--- config.mk ---
export PLATFORM = sky130hd
export DESIGN_NAME = pc_sequencer
export DESIGN_NICKNAME = d
export VERILOG_FILES = /design/src/rtl/pc_seq_pkg.sv /design/src/rtl/pc_return_stack.sv /design/src/rtl/pc_sequencer.sv
export SDC_FILE = /design/constraint.sdc
export NUM_CORES = 1
export LEC_CHECK = 0
export ABC_CLOCK_PERIOD_IN_PS = 2770
export CAP_MARGIN = 30
export CORE_AREA = 2 2 67 69
export DETAILED_ROUTE_END_ITERATION = 16
export DIE_AREA = 0 0 69 71
export PLACE_DENSITY = 0.77
export SETUP_SLACK_MARGIN = 0.5
export SLEW_MARGIN = 20
export SYNTH_ARGS = -nofsm -noshare
export SYNTH_HDL_FRONTEND = slang
export SYNTH_SLANG_ARGS = --single-unit
--- constraint.sdc ---
create_clock -name clk_main -period 2.77 [get_ports clk_main]
set_clock_uncertainty 0.1 [all_clocks]
set_input_delay 0.277 -clock clk_main [delete_from_list [all_inputs] [get_ports clk_main]]
set_output_delay 0.277 -clock clk_main [all_outputs]
set_load 0.01 [all_outputs]
--- src/rtl/pc_seq_pkg.sv ---
// rtl/pc_seq_pkg.sv - shared select encoding and sign-extension helper for the program sequencer
package pc_seq_pkg;

    typedef enum logic [2:0] {
        HOLD    = 3'b000,
        INC     = 3'b001,
        BRANCH  = 3'b010,
        JREL    = 3'b011,
        JABS    = 3'b100,
        CALL    = 3'b101,
        RET     = 3'b110,
        ILLEGAL = 3'b111
    } ps_e;

    localparam int SEXT_W = 32;

    // Replicates bit w-1 of v into every higher bit; callers truncate to their own width.
    function automatic logic [SEXT_W-1:0] sext(input logic [SEXT_W-1:0] v, input int w);
        logic [SEXT_W-1:0] r;
        r = v;
        for (int i = 0; i < SEXT_W; i++) begin
            if (i >= w) begin
                r[i] = v[w-1];
            end
        end
        return r;
    endfunction

endpackage

--- src/rtl/pc_return_stack.sv ---
// rtl/pc_return_stack.sv - DEPTH x PC_W return-address LIFO with guarded push/pop
module pc_return_stack #(
    parameter int PC_W  = 6,
    parameter int DEPTH = 4,
    parameter int SP_W  = $clog2(DEPTH + 1)
) (
    input  logic            clk,
    input  logic            rst,
    input  logic            push,
    input  logic            pop,
    input  logic [PC_W-1:0] din,
    output logic [PC_W-1:0] top,
    output logic [SP_W-1:0] sp,
    output logic            full,
    output logic            empty
);

    localparam int IDX_W = $clog2(DEPTH);

    logic [PC_W-1:0]  mem [DEPTH];
    logic [IDX_W-1:0] wr_idx;
    logic [IDX_W-1:0] rd_idx;
    logic             do_push;
    logic             do_pop;

    assign full    = (sp == SP_W'(DEPTH));
    assign empty   = (sp == '0);
    assign do_push = push && !full;
    assign do_pop  = pop && !empty && !push;
    assign wr_idx  = IDX_W'(sp);
    assign rd_idx  = IDX_W'(sp - SP_W'(1));
    assign top     = mem[rd_idx];

    always_ff @(posedge clk or posedge rst) begin
        if (rst) begin
            sp <= '0;
        end else if (do_push) begin
            sp <= sp + SP_W'(1);
        end else if (do_pop) begin
            sp <= sp - SP_W'(1);
        end
    end

    // Contents are deliberately left unreset; sp alone marks which entries are valid.
    always_ff @(posedge clk) begin
        if (do_push) begin
            mem[wr_idx] <= din;
        end
    end

endmodule

--- src/rtl/pc_sequencer.sv ---
// rtl/pc_sequencer.sv - program counter with branch, jumps, call/return stack, stall and sticky faults
module pc_sequencer
    import pc_seq_pkg::*;
#(
    parameter int PC_W     = 6,
    parameter int A_W      = 4,
    parameter int OFF_W    = 4,
    parameter int DEPTH    = 4,
    parameter int RESET_PC = 0,
    parameter int SP_W     = $clog2(DEPTH + 1)
) (
    input  logic             clk_main,
    input  logic             reset,
    input  logic             stall,
    input  logic [2:0]       PS,
    input  logic [A_W-1:0]   A,
    input  logic [OFF_W-1:0] offset,
    output logic [PC_W-1:0]  PC,
    output logic [SP_W-1:0]  sp,
    output logic             stack_full,
    output logic             stack_empty,
    output logic             err_ovf,
    output logic             err_unf,
    output logic             err_ill
);

    logic [PC_W-1:0] inc;
    logic [PC_W-1:0] off_sx;
    logic [PC_W-1:0] rel_target;
    logic [PC_W-1:0] pc_next;
    logic [PC_W-1:0] top;
    logic            push;
    logic            pop;
    logic            set_ovf;
    logic            set_unf;
    logic            set_ill;

    assign inc        = PC + PC_W'(1);
    assign off_sx     = PC_W'(sext(SEXT_W'(offset), OFF_W));
    assign rel_target = PC + off_sx + PC_W'(1);

    // Stall masks every side effect here, so no fault can be flagged while frozen.
    always_comb begin
        pc_next = PC;
        push    = 1'b0;
        pop     = 1'b0;
        set_ovf = 1'b0;
        set_unf = 1'b0;
        set_ill = 1'b0;
        if (!stall) begin
            case (ps_e'(PS))
                HOLD:    pc_next = PC;
                INC:     pc_next = inc;
                BRANCH:  pc_next = rel_target;
                JREL:    pc_next = PC + PC_W'(A);
                JABS:    pc_next = PC_W'(A);
                CALL: begin
                    if (stack_full) begin
                        set_ovf = 1'b1;
                    end else begin
                        push    = 1'b1;
                        pc_next = rel_target;
                    end
                end
                RET: begin
                    if (stack_empty) begin
                        set_unf = 1'b1;
                    end else begin
                        pop     = 1'b1;
                        pc_next = top;
                    end
                end
                default: set_ill = 1'b1;
            endcase
        end
    end

    always_ff @(posedge clk_main or posedge reset) begin
        if (reset) begin
            PC      <= PC_W'(RESET_PC);
            err_ovf <= 1'b0;
            err_unf <= 1'b0;
            err_ill <= 1'b0;
        end else begin
            PC <= pc_next;
            if (set_ovf) err_ovf <= 1'b1;
            if (set_unf) err_unf <= 1'b1;
            if (set_ill) err_ill <= 1'b1;
        end
    end

    pc_return_stack #(
        .PC_W  (PC_W),
        .DEPTH (DEPTH),
        .SP_W  (SP_W)
    ) u_stack (
        .clk   (clk_main),
        .rst   (reset),
        .push  (push),
        .pop   (pop),
        .din   (inc),
        .top   (top),
        .sp    (sp),
        .full  (stack_full),
        .empty (stack_empty)
    );

endmodule

==> reports/results.txt, run 1 <==
Worst Setup Slack, final: 0.612 ns
Routability Congestion: 0.954
Worst Path Max Fanout: 6
CTS tree: built
Post-DP Area: 0.00255 mm2
CP Launch Type: flop
Main synth FF type: edfxtp_1
initial antenna violation count: 0
Die Ht: 71 um
fraction of registers with async set/reset: 33.3%
worst slack, placed: 0.407 ns
Area growth syn-to-layout: 19.8%
post-route ant nets: 0
H-tree Lvls: 2
DP HPWL: 3610 um
Setup CP Type: reg2reg
Pre-antenna DRT Iters: 5
Worst Hold Class: in2async
Nets: 259
Final setup viols: 0
slew margin rel.: 63.6%
largest cells by area after synthesis: edfxtp_1 (33%), dfrtp_1 (14%), ha_1 (8.5%), mux4_1 (3.6%), nand2_1 (3.2%)
Overflow after GRT: 0
die area: 0.00490 mm2
cells after synthesis: 195
count of pins over their slew limit: 0
largest net degree at the start of global routing: 14
syn nets: 226
VDD IR max: 0.599 mV
R2R setup slack: 0.61 ns
via count: 1608
post-layout min period: 2.16 ns
fillers: 337
die width: 69 um
slew of the pin with the lowest slew margin: 0.545 ns
CORE AREA: 0.00420 mm2
Sink Count: 36
GRT Resource Usage Total: 21.1%
clk buf depth: 2
Vias/cell: 5.72
worst endpoint required time: 2.85 ns
first-pass GRT wire length: 8000 um
Wirelength per Cell: 16.9 um
status: finished clean
PwrDens: 896 mW/mm2
setup bufs post-CTS: 0
FP Rows: 24
Synth cell types: 45
final instance area: 0.00265 mm2
number of global-route vias before repair: 1621
LEAKAGE: 1.07 nW
Boundary Pins: 28
Seq cells post-synth: 36
crit end category: flop
worst-skew pair later-pin latency: 0.29 ns
Yosys top cell by area: edfxtp_1
Post-Syn Area per Cell: 11.3 um2
CTS Buf Count: 5
setup TNS after final layout: 0 ns
period utilization: 77.9%
root cell of the clock tree: clkbuf_8
initial drt markers: 154
Power Total: 0.00237 W
# Max-Cap Violations: 0
drt total wl: 4750 um
layout cell share with drive strength beyond 1: 10.5%
mapped cell area: 0.00221 mm2
IO Port Bufs: 27
Worst-path clk slew: 0.08 ns
hold_ws: 0.227 ns
initial core utilization: 52.6%
top cell type's share of synthesized area: 32.6%
number of flops mapped to enable cells by yosys: 24
RSZ-0062 raised after global routing: true
drt drc: 0
sequential share of the synthesized area: 46.2%
FMAX: 0.463 GHz
Fin. Hold Viols: 0
crit path DAT: 2.24 ns
ant diodes: 0
Synth Warn #: 0
==> cells in the mapped netlist, types with 2 or more instances <==
cell type	instances
o21ai_0	10
xnor2_1	4
nor2b_1	3
mux4_1	3
nand3_1	5
o21bai_1	3
edfxtp_1	24
mux4_2	3
fa_1	2
nand2b_1	4
or3_1	2
a211o_1	2
a21oi_1	10
a21o_1	4
nand2_1	19
clkbuf_1	2
ha_1	15
a31oi_1	2
dfrtp_1	12
xor2_1	8
o31ai_1	4
nor2_1	10
inv_1	13
o221ai_1	5
and2_1	4
buf_2	3
==> state kept, by name (all words and copies together) (netlist names) <==
signal,flops
u_stack.mem,24
PC,6
u_stack.sp,3
err_ill,1
err_ovf,1
err_unf,1
==> per-layer routing <==
layer	wire length, um	track usage [%]	vias to the layer above	share of wire, %
li1	-	-	792	-
met5	0	0	-	0
met1	2170	27.8	764	46
met3	186	4.70	9	3.9
met4	97	9.59	0	2.0
met2	2300	33.5	43	48
==> per-stage QoR <==
stage	std cells	util, %
3_3_place_gp	273	60.7
5_1_grt	281	63.0
2_1_floorplan	195	-
4_1_cts	281	62.9
3_5_place_dp	273	60.7
6_report	281	63.0
==> power breakdown <==
part           switching (W)  internal [W]  total (W)
combinational       0.000582      0.000562    0.00114
clock               0.000198      0.000178   0.000376
sequential          0.000123      0.000728   0.000851
total               0.000903       0.00147    0.00237
==> worst max-delay path, cell delays in order (launching register included) <==
cell,delay [ns]
dfrtp_2,0.47
inv_4,0.10
ha_1,0.18
inv_1,0.06
fa_1,0.45
nor2b_1,0.15
o221ai_1,0.17
a31oi_1,0.11
mux2_4,0.27
==> path summary, 6_finish.rpt <==
check | from | cells past startpoint | endpoint
hold / removal | reset | 2 | err_unf
min in group clk_main | err_unf | 1 | err_unf
setup reg to reg | PC[0] | 8 | PC[1]
setup / recovery | PC[0] | 8 | PC[1]
max in group asynchronous | reset | 2 | PC[0]
hold reg to reg | err_unf | 1 | err_unf
==> final cells by class <==
cell class	instances	area [um2]	share of cell area [%]
sequential	36	1020	38.6
timing repair buffer	33	315	11.9
inverter	13	51.3	1.94
tap	52	65.1	2.46
clock buffer	5	68.8	2.60
multi-input combinational	139	1100	41.6
clock inverter	3	23.8	0.898
==> cells in the final DEF, fill, tap and decap left out, drive strengths merged, types with 3 or more instances in the layout <==
| master | netlist | layout |
|---|---|---|
| nor2 | 11 | 11 |
| nand2b | 4 | 4 |
| ha | 15 | 15 |
| xor2 | 8 | 8 |
| xnor2 | 4 | 4 |
| clkbuf | 2 | 5 |
| a21o | 4 | 4 |
| nand3 | 5 | 5 |
| and2 | 4 | 4 |
| o21bai | 3 | 3 |
| o221ai | 5 | 5 |
| buf | 5 | 6 |
| clkdlybuf4s50 | 0 | 27 |
| o31ai | 4 | 4 |
| edfxtp | 24 | 24 |
| dfrtp | 12 | 12 |
| a21oi | 10 | 10 |
| nor2b | 3 | 3 |
| mux4 | 6 | 6 |
| inv | 13 | 13 |
| o21ai | 10 | 10 |
| nand2 | 19 | 19 |
==> repair_timing <==
action / CTS / global route
setup endpoints to repair: 0 / 3
resized for setup: 0 / 5
hold buffers: 0 / 0
==> logic make-up (layout without fill, tap and decap cells) <==
family | after synthesis | count (layout) | synth area share [%]
fa+ha+maj | 17 | 17 | 10.3
buf+inv | 20 | 54 | 4.07
mux | 7 | 7 | 7.30
compound gates | 48 | 48 | 15.1
xor+xnor | 12 | 12 | 4.75
flops | 36 | 36 | 46.2
simple gates | 55 | 55 | 12.3
No activity file was read; power rests on OpenSTA's default activity.
==> inputs of run 2 (changes only) <==
- ABC_CLOCK_PERIOD_IN_PS: 2770 -> 2200
- clock period: 2.77 -> 2.2 ns (I/O delays scaled with it)
==> run 2 against run 1 <==
Against the previous run:
- count of clock-buffer cells in the layout unchanged
- clock power rose by 55%
- routed wire length rose by 21%
- non-clock buffer count increased by 28
- cell area rose by 17%
- maximum frequency is 6.9% higher
- setup slack got worse by 0.43 ns
- combinational power increased by 87%
- largest cell class unchanged
==> reports/results.txt, run 2 (synthesized netlist as in run 1, its figures left out) <==
CTS tree: built
CORE AREA: 0.00420 mm2 (unchanged)
crit end category: flop
number of global-route vias before repair: 1799 (+11%)
area of the multi-input gates: 0.00132 mm2 (+20%)
die area: 0.00490 mm2 (unchanged)
initial drt markers: 127 (-18%)
clk buf depth: 2 (unchanged)
# Max-Cap Violations: 0 (unchanged)
fillers: 270 (-20%)
Die Ht: 71 um (unchanged)
via count: 1830 (+14%)
layout cell share with drive strength beyond 1: 37.0% (+26 points)
die width: 69 um (unchanged)
worst-skew pair later-pin latency: 0.29 ns (about the same)
largest net degree at the start of global routing: 14 (unchanged)
Int Power: 0.00238 W (+62%)
initial antenna violation count: 0 (unchanged)
count of pins over their slew limit: 0 (unchanged)
status: finished clean
Vias/cell: 5.92 (+3.5%)
crit path DAT: 2.10 ns (-0.14 ns)
Pre-antenna DRT Iters: 5 (unchanged)
ant diodes: 0 (unchanged)
max reg flops: 24 (unchanged)
Fin. Hold Viols: 0 (unchanged)
GRT Resource Usage Total: 22.8% (+1.7 points)
Worst Setup Slack, final: 0.181 ns (-0.430 ns)
slew margin rel.: 64.0% (+0.42 points)
fin cells: 309 (+10%)
slowest CP cell: fa_2
post-layout min period: 2.02 ns (-0.140 ns)
PwrDens: 1220 mW/mm2 (+37%)
H-tree Lvls: 2 (unchanged)
net switching power: 0.00142 W (+57%)
period utilization: 91.8% (+14 points)
Routability Congestion: 0.907 (-4.9%)
Hold-fix buffers, CTS: 0 (unchanged)
CP Launch Type: flop
Nets: 287 (+11%)
worst endpoint required time: 2.28 ns (-0.57 ns)
Sw Ratio: 37.2% (-0.82 points)
Placed Cells: 282 (+3.3%)
final instance area: 0.00311 mm2 (+17%)
most common cell after layout, fill and taps aside: buf_4
Worst Hold Class: in2async
RSZ-0062 raised after global routing: true
Flop pwr share: 28.6% (-7.3 points)
Worst-path clk slew: 0.08 ns (about the same)
Final setup viols: 0 (unchanged)
worst slack, placed: -0.0623 ns (-0.470 ns)
commonest cells after routing, fill and taps aside: buf_4 (31), edfxtp_1 (24), clkdlybuf4s50_1 (22)
Sequential Area: 0.00103 mm2 (+0.61%)
Worst Path Max Fanout: 4 (-2)
Largest regs: u_stack.mem: 24 flops, PC: 6 flops, u_stack.sp: 3 flops
register with the most flip-flops: u_stack.mem
Post-DP Area: 0.00267 mm2 (+4.7%)
CTS Buf Count: 5 (unchanged)
FMAX: 0.495 GHz (+6.9%)
Boundary Pins: 28 (unchanged)
slew of the pin with the lowest slew margin: 0.539 ns (-0.00631 ns)
DP HPWL: 3790 um (+4.8%)
root cell of the clock tree: clkbuf_8
LEAKAGE: 1.26 nW (+18%)
Setup CP Type: reg2reg
Top delay family on crit path: adder cells
Logic pwr share: 56.1% (+7.8 points)
Area growth syn-to-layout: 40.5%
Wirelength per Cell: 18.6 um (+10%)
worst path bufs/invs: 2 (unchanged)
first-pass GRT wire length: 8650 um (+8.2%)
drt drc: 0 (unchanged)
drt total wl: 5760 um (+21%)
Overflow after GRT: 0 (unchanged)
fin util: 73.9% (+11 points)
Sink Count: 36 (unchanged)
crit path cell chain: inv_4, ha_4, inv_2, fa_2, nor2b_4, o221ai_2, a31oi_1, mux2_4
VDD IR max: 0.852 mV (+42%)
IO Port Bufs: 27 (unchanged)
Clock Power Share: 15.3% (-0.5 points)
Crit path largest cell delay: 0.45 ns (-0.02 ns)
post-route ant nets: 0 (unchanged)
FP Rows: 24 (unchanged)
initial core utilization: 52.6% (unchanged)
-- run 2: cell types whose count changed in the layout (fill, tap and decap cells not counted), sizes merged --
cell	previous run	this run
buf	6	34
dlygate4sd2	0	2
bufinv	0	1
clkbuf	5	7
dlymetal6s2s	0	1
clkdlybuf4s50	27	22
clkinvlp	2	1
-- run 2: path summary, 6_finish.rpt --
check	startpoint	depth (start not counted)	to	slack, ns
max	PC[0]	8	PC[1]	0.18
max in group asynchronous	reset	2	u_stack.sp[0]	1.44
max reg2reg	PC[0]	8	PC[1]	0.18
min in group clk_main	PS[0]	4	err_ovf	0.37
min	reset	2	err_ill	0.16
min reg2reg	err_ovf	1	err_ovf	0.38
-- run 2: area by class of cell --
class	instances	share of cell area, %
clock buffers	5	2.22
flip-flops and latches	36	33.1
inverters	13	1.81
well taps	52	2.09
repair buffers	61	17.0
clock inverters	3	1.37
multi-input cells	139	42.4
-- run 2: repair_timing --
| item | in CTS | in global routing |
|---|---|---|
| resized for setup | 26 | 28 |
| setup endpoints to repair | 31 | 39 |
| pin swaps | 7 | 11 |
| buffers inserted | 10 | 9 |
-- run 2: per-layer routing --
layer / vias to the layer above / routed length, um / track usage [%]
li1: 841 / - / -
met1: 885 / 2380 / 27.9
met2: 81 / 2830 / 38.8
met3: 23 / 333 / 5.27
met4: 0 / 210 / 9.80
met5: - / 0 / 0
-- run 2: power by group through the flow --
stage | Combinational [W] | Clock, W | Sequential [W]
finish | 0.00213 | 0.000583 | 0.00109
global route | 0.00231 | 0.000623 | 0.00110
floorplan | 0.00102 | 0 | 0.00110
CTS | 0.00177 | 0.000597 | 0.00109
detailed placement | 0.00159 | 0 | 0.00110
global placement | 0.00154 | 0 | 0.00110
-- run 2: worst reg2reg max path: cells and delay by family (launching register included) --
family,cells,cell delay [ns]
AO/OA/AOI/OAI,2,0.25
adder cells (fa/ha/maj),2,0.61
buffers and inverters,2,0.10
flip-flops,1,0.43
multiplexers,1,0.27
AND/OR/NAND/NOR,1,0.14
-- run 2: stage by stage --
step,hold WS [ns],setup TNS (ns),total power [W]
after floorplan,-0.0154,0,0.00212
after global placement,0.356,-0.0138,0.00264
after detailed placement,0.367,-0.115,0.00269
after CTS,0.178,0,0.00345
after global routing,0.229,0,0.00403
final,0.164,0,0.00380
==> inputs of run 3 (changes only) <==
- PLACE_DENSITY: 0.77 -> 0.79
==> run 3 against run 2 <==
Against the previous run:
- setup slack gained 0.043 ns
- critical path depth is the same
- die area is the same
- power is 9.3% lower
- final cell count decreased by 1.9%
- non-clock buffer count down 6
- sequential power barely moved
- maximum frequency grew 2.2%
- combinational power decreased by 10%
- highest routed layer unchanged
==> reports/results.txt, run 3 (synthesized netlist as in run 1, its figures left out) <==
status: finished clean
max reg flops: 24 (unchanged)
initial drt markers: 236 (+86%)
Setup CP Type: reg2reg
worst endpoint required time: 2.28 ns (about the same)
Die Ht: 71 um (unchanged)
via count: 1761 (-3.8%)
GRT Resource Usage Total: 22.9% (+0.16 points)
Post-DP Area: 0.00266 mm2 (-0.56%)
Sink Count: 36 (unchanged)
H-tree Lvls: 2 (unchanged)
layout cell share with drive strength beyond 1: 30.3% (-6.7 points)
crit end category: flop
clk buf depth: 2 (unchanged)
CORE AREA: 0.00420 mm2 (unchanged)
post-route ant nets: 0 (unchanged)
number of global-route vias before repair: 1820 (+1.2%)
Worst Path Max Fanout: 3 (-1)
RSZ-0062 raised after global routing: true
FP Rows: 24 (unchanged)
root cell of the clock tree: clkbuf_8
PwrDens: 1170 mW/mm2 (-4.7%)
Wirelength per Cell: 17.7 um (-4.8%)
slew of the pin with the lowest slew margin: 0.547 ns (+0.00779 ns)
register with the most flip-flops: u_stack.mem
largest net degree at the start of global routing: 13 (-1)
initial antenna violation count: 0 (unchanged)
drt drc: 0 (unchanged)
R2R depth: 8 (unchanged)
Area growth syn-to-layout: 33.8%
fin util: 70.4% (-3.5 points)
Hold-fix buffers, CTS: 0 (unchanged)
Worst-path clk slew: 0.08 ns (about the same)
met1 WL: 2320 um (-2.5%)
drt total wl: 5380 um (-6.7%)
Overflow after GRT: 0 (unchanged)
first-pass GRT wire length: 8730 um (+0.88%)
Routability Congestion: 0.887 (-2.2%)
worst-skew pair later-pin latency: 0.29 ns (about the same)
CP Launch Type: flop
Pre-antenna DRT Iters: 4 (-1)
final instance area: 0.00296 mm2 (-4.8%)
most common cell after layout, fill and taps aside: buf_4
Boundary Pins: 28 (unchanged)
Final setup viols: 0 (unchanged)
period utilization: 89.8% (-2.0 points)
DP HPWL: 3790 um (+0.10%)
die area: 0.00490 mm2 (unchanged)
met2 routed WL: 2700 um (-4.8%)
ant diodes: 0 (unchanged)
CTS tree: built
commonest cells after routing, fill and taps aside: buf_4 (25), edfxtp_1 (24), nand2_1 (18), clkdlybuf4s50_1 (18)
Worst Hold Class: in2async
worst r2r dst: PC[1]
Routed met3 length: 230 um (-31%)
die width: 69 um (unchanged)
IO Port Bufs: 27 (unchanged)
CTS Buf Count: 5 (unchanged)
initial core utilization: 52.6% (unchanged)
max layer used: met4
count of pins over their slew limit: 0 (unchanged)
Vias/cell: 5.81 (-1.9%)
crit path DAT: 2.05 ns (-0.05 ns)
setup TNS after final layout: 0 ns (unchanged)
VDD IR max: 0.771 mV (-9.5%)
Worst R2R Start: PC[0]
FMAX: 0.506 GHz (+2.2%)
LEAKAGE: 1.21 nW (-3.6%)
Largest regs: u_stack.mem: 24 flops, PC: 6 flops, u_stack.sp: 3 flops
slew margin rel.: 63.5% (-0.52 points)
Nets: 281 (-2.1%)
post-layout min period: 1.98 ns (-0.0434 ns)
Fin. Hold Viols: 0 (unchanged)
# Max-Cap Violations: 0 (unchanged)
R2R setup slack: 0.22 ns (+0.04 ns)
run 3: worst max-delay path, stage by stage, from the launching register on:
cell and delay (ns):
dfrtp_2 0.42, inv_4 0.05, ha_4 0.15, inv_2 0.05, fa_2 0.43, nor2b_1 0.14
o221ai_1 0.15, a31oi_1 0.10, mux2_4 0.28
run 3: power by group:
part / internal (W) / switching [W] / total (W)
Clock: 0.000216 / 0.000235 / 0.000451
Combinational: 0.000999 / 0.000911 / 0.00191
Sequential: 0.000929 / 0.000159 / 0.00109
Total: 0.00214 / 0.00130 / 0.00345
run 3: layout make-up:
type,count,area [um2]
flip-flops and latches,36,1030
multi-input cells,139,1240
clock inverters,2,7.51
repair buffers,55,484
well taps,52,65.1
fillers,308,1250
clock buffers,6,72.6
inverters,13,56.3
run 3: how the worst max path moves through the flow:
| stage | start | to | slack (ns) | cells past startpoint |
|---|---|---|---|---|
| after floorplan | PC[0] | PC[1] | 0.22 | 8 |
| after global placement | A[2] | PC[5] | -0.01 | 7 |
| after detailed placement | offset[0] | PC[1] | -0.05 | 9 |
| after CTS | PC[0] | PC[1] | 0.24 | 8 |
| after global routing | PC[0] | PC[1] | 0.14 | 8 |
| final | PC[0] | PC[1] | 0.22 | 8 |
run 3: per-layer routing:
| layer | GRT usage, % | vias up |
|---|---|---|
| met5 | 0 | - |
| met4 | 9.59 | 0 |
| met3 | 4.99 | 15 |
| met2 | 38.9 | 57 |
| met1 | 28.6 | 849 |
| li1 | - | 840 |
run 3: timing repair:
item / 4_1_cts / 5_1_grt
setup buffers: 12 / 3
gates resized for setup: 32 / 15
pin swaps: 8 / 7
endpoints found under the setup margin: 30 / 23
run 3: stage by stage:
stage / setup slack, ns / instances / total power, W / hold WS, ns
2_1_floorplan: 0.215 / 195 / 0.00212 / -0.0154
3_3_place_gp: -0.0135 / 280 / 0.00261 / 0.357
3_5_place_dp: -0.0493 / 280 / 0.00266 / 0.361
4_1_cts: 0.236 / 300 / 0.00333 / 0.179
5_1_grt: 0.145 / 303 / 0.00367 / 0.220
6_report: 0.225 / 303 / 0.00345 / 0.169
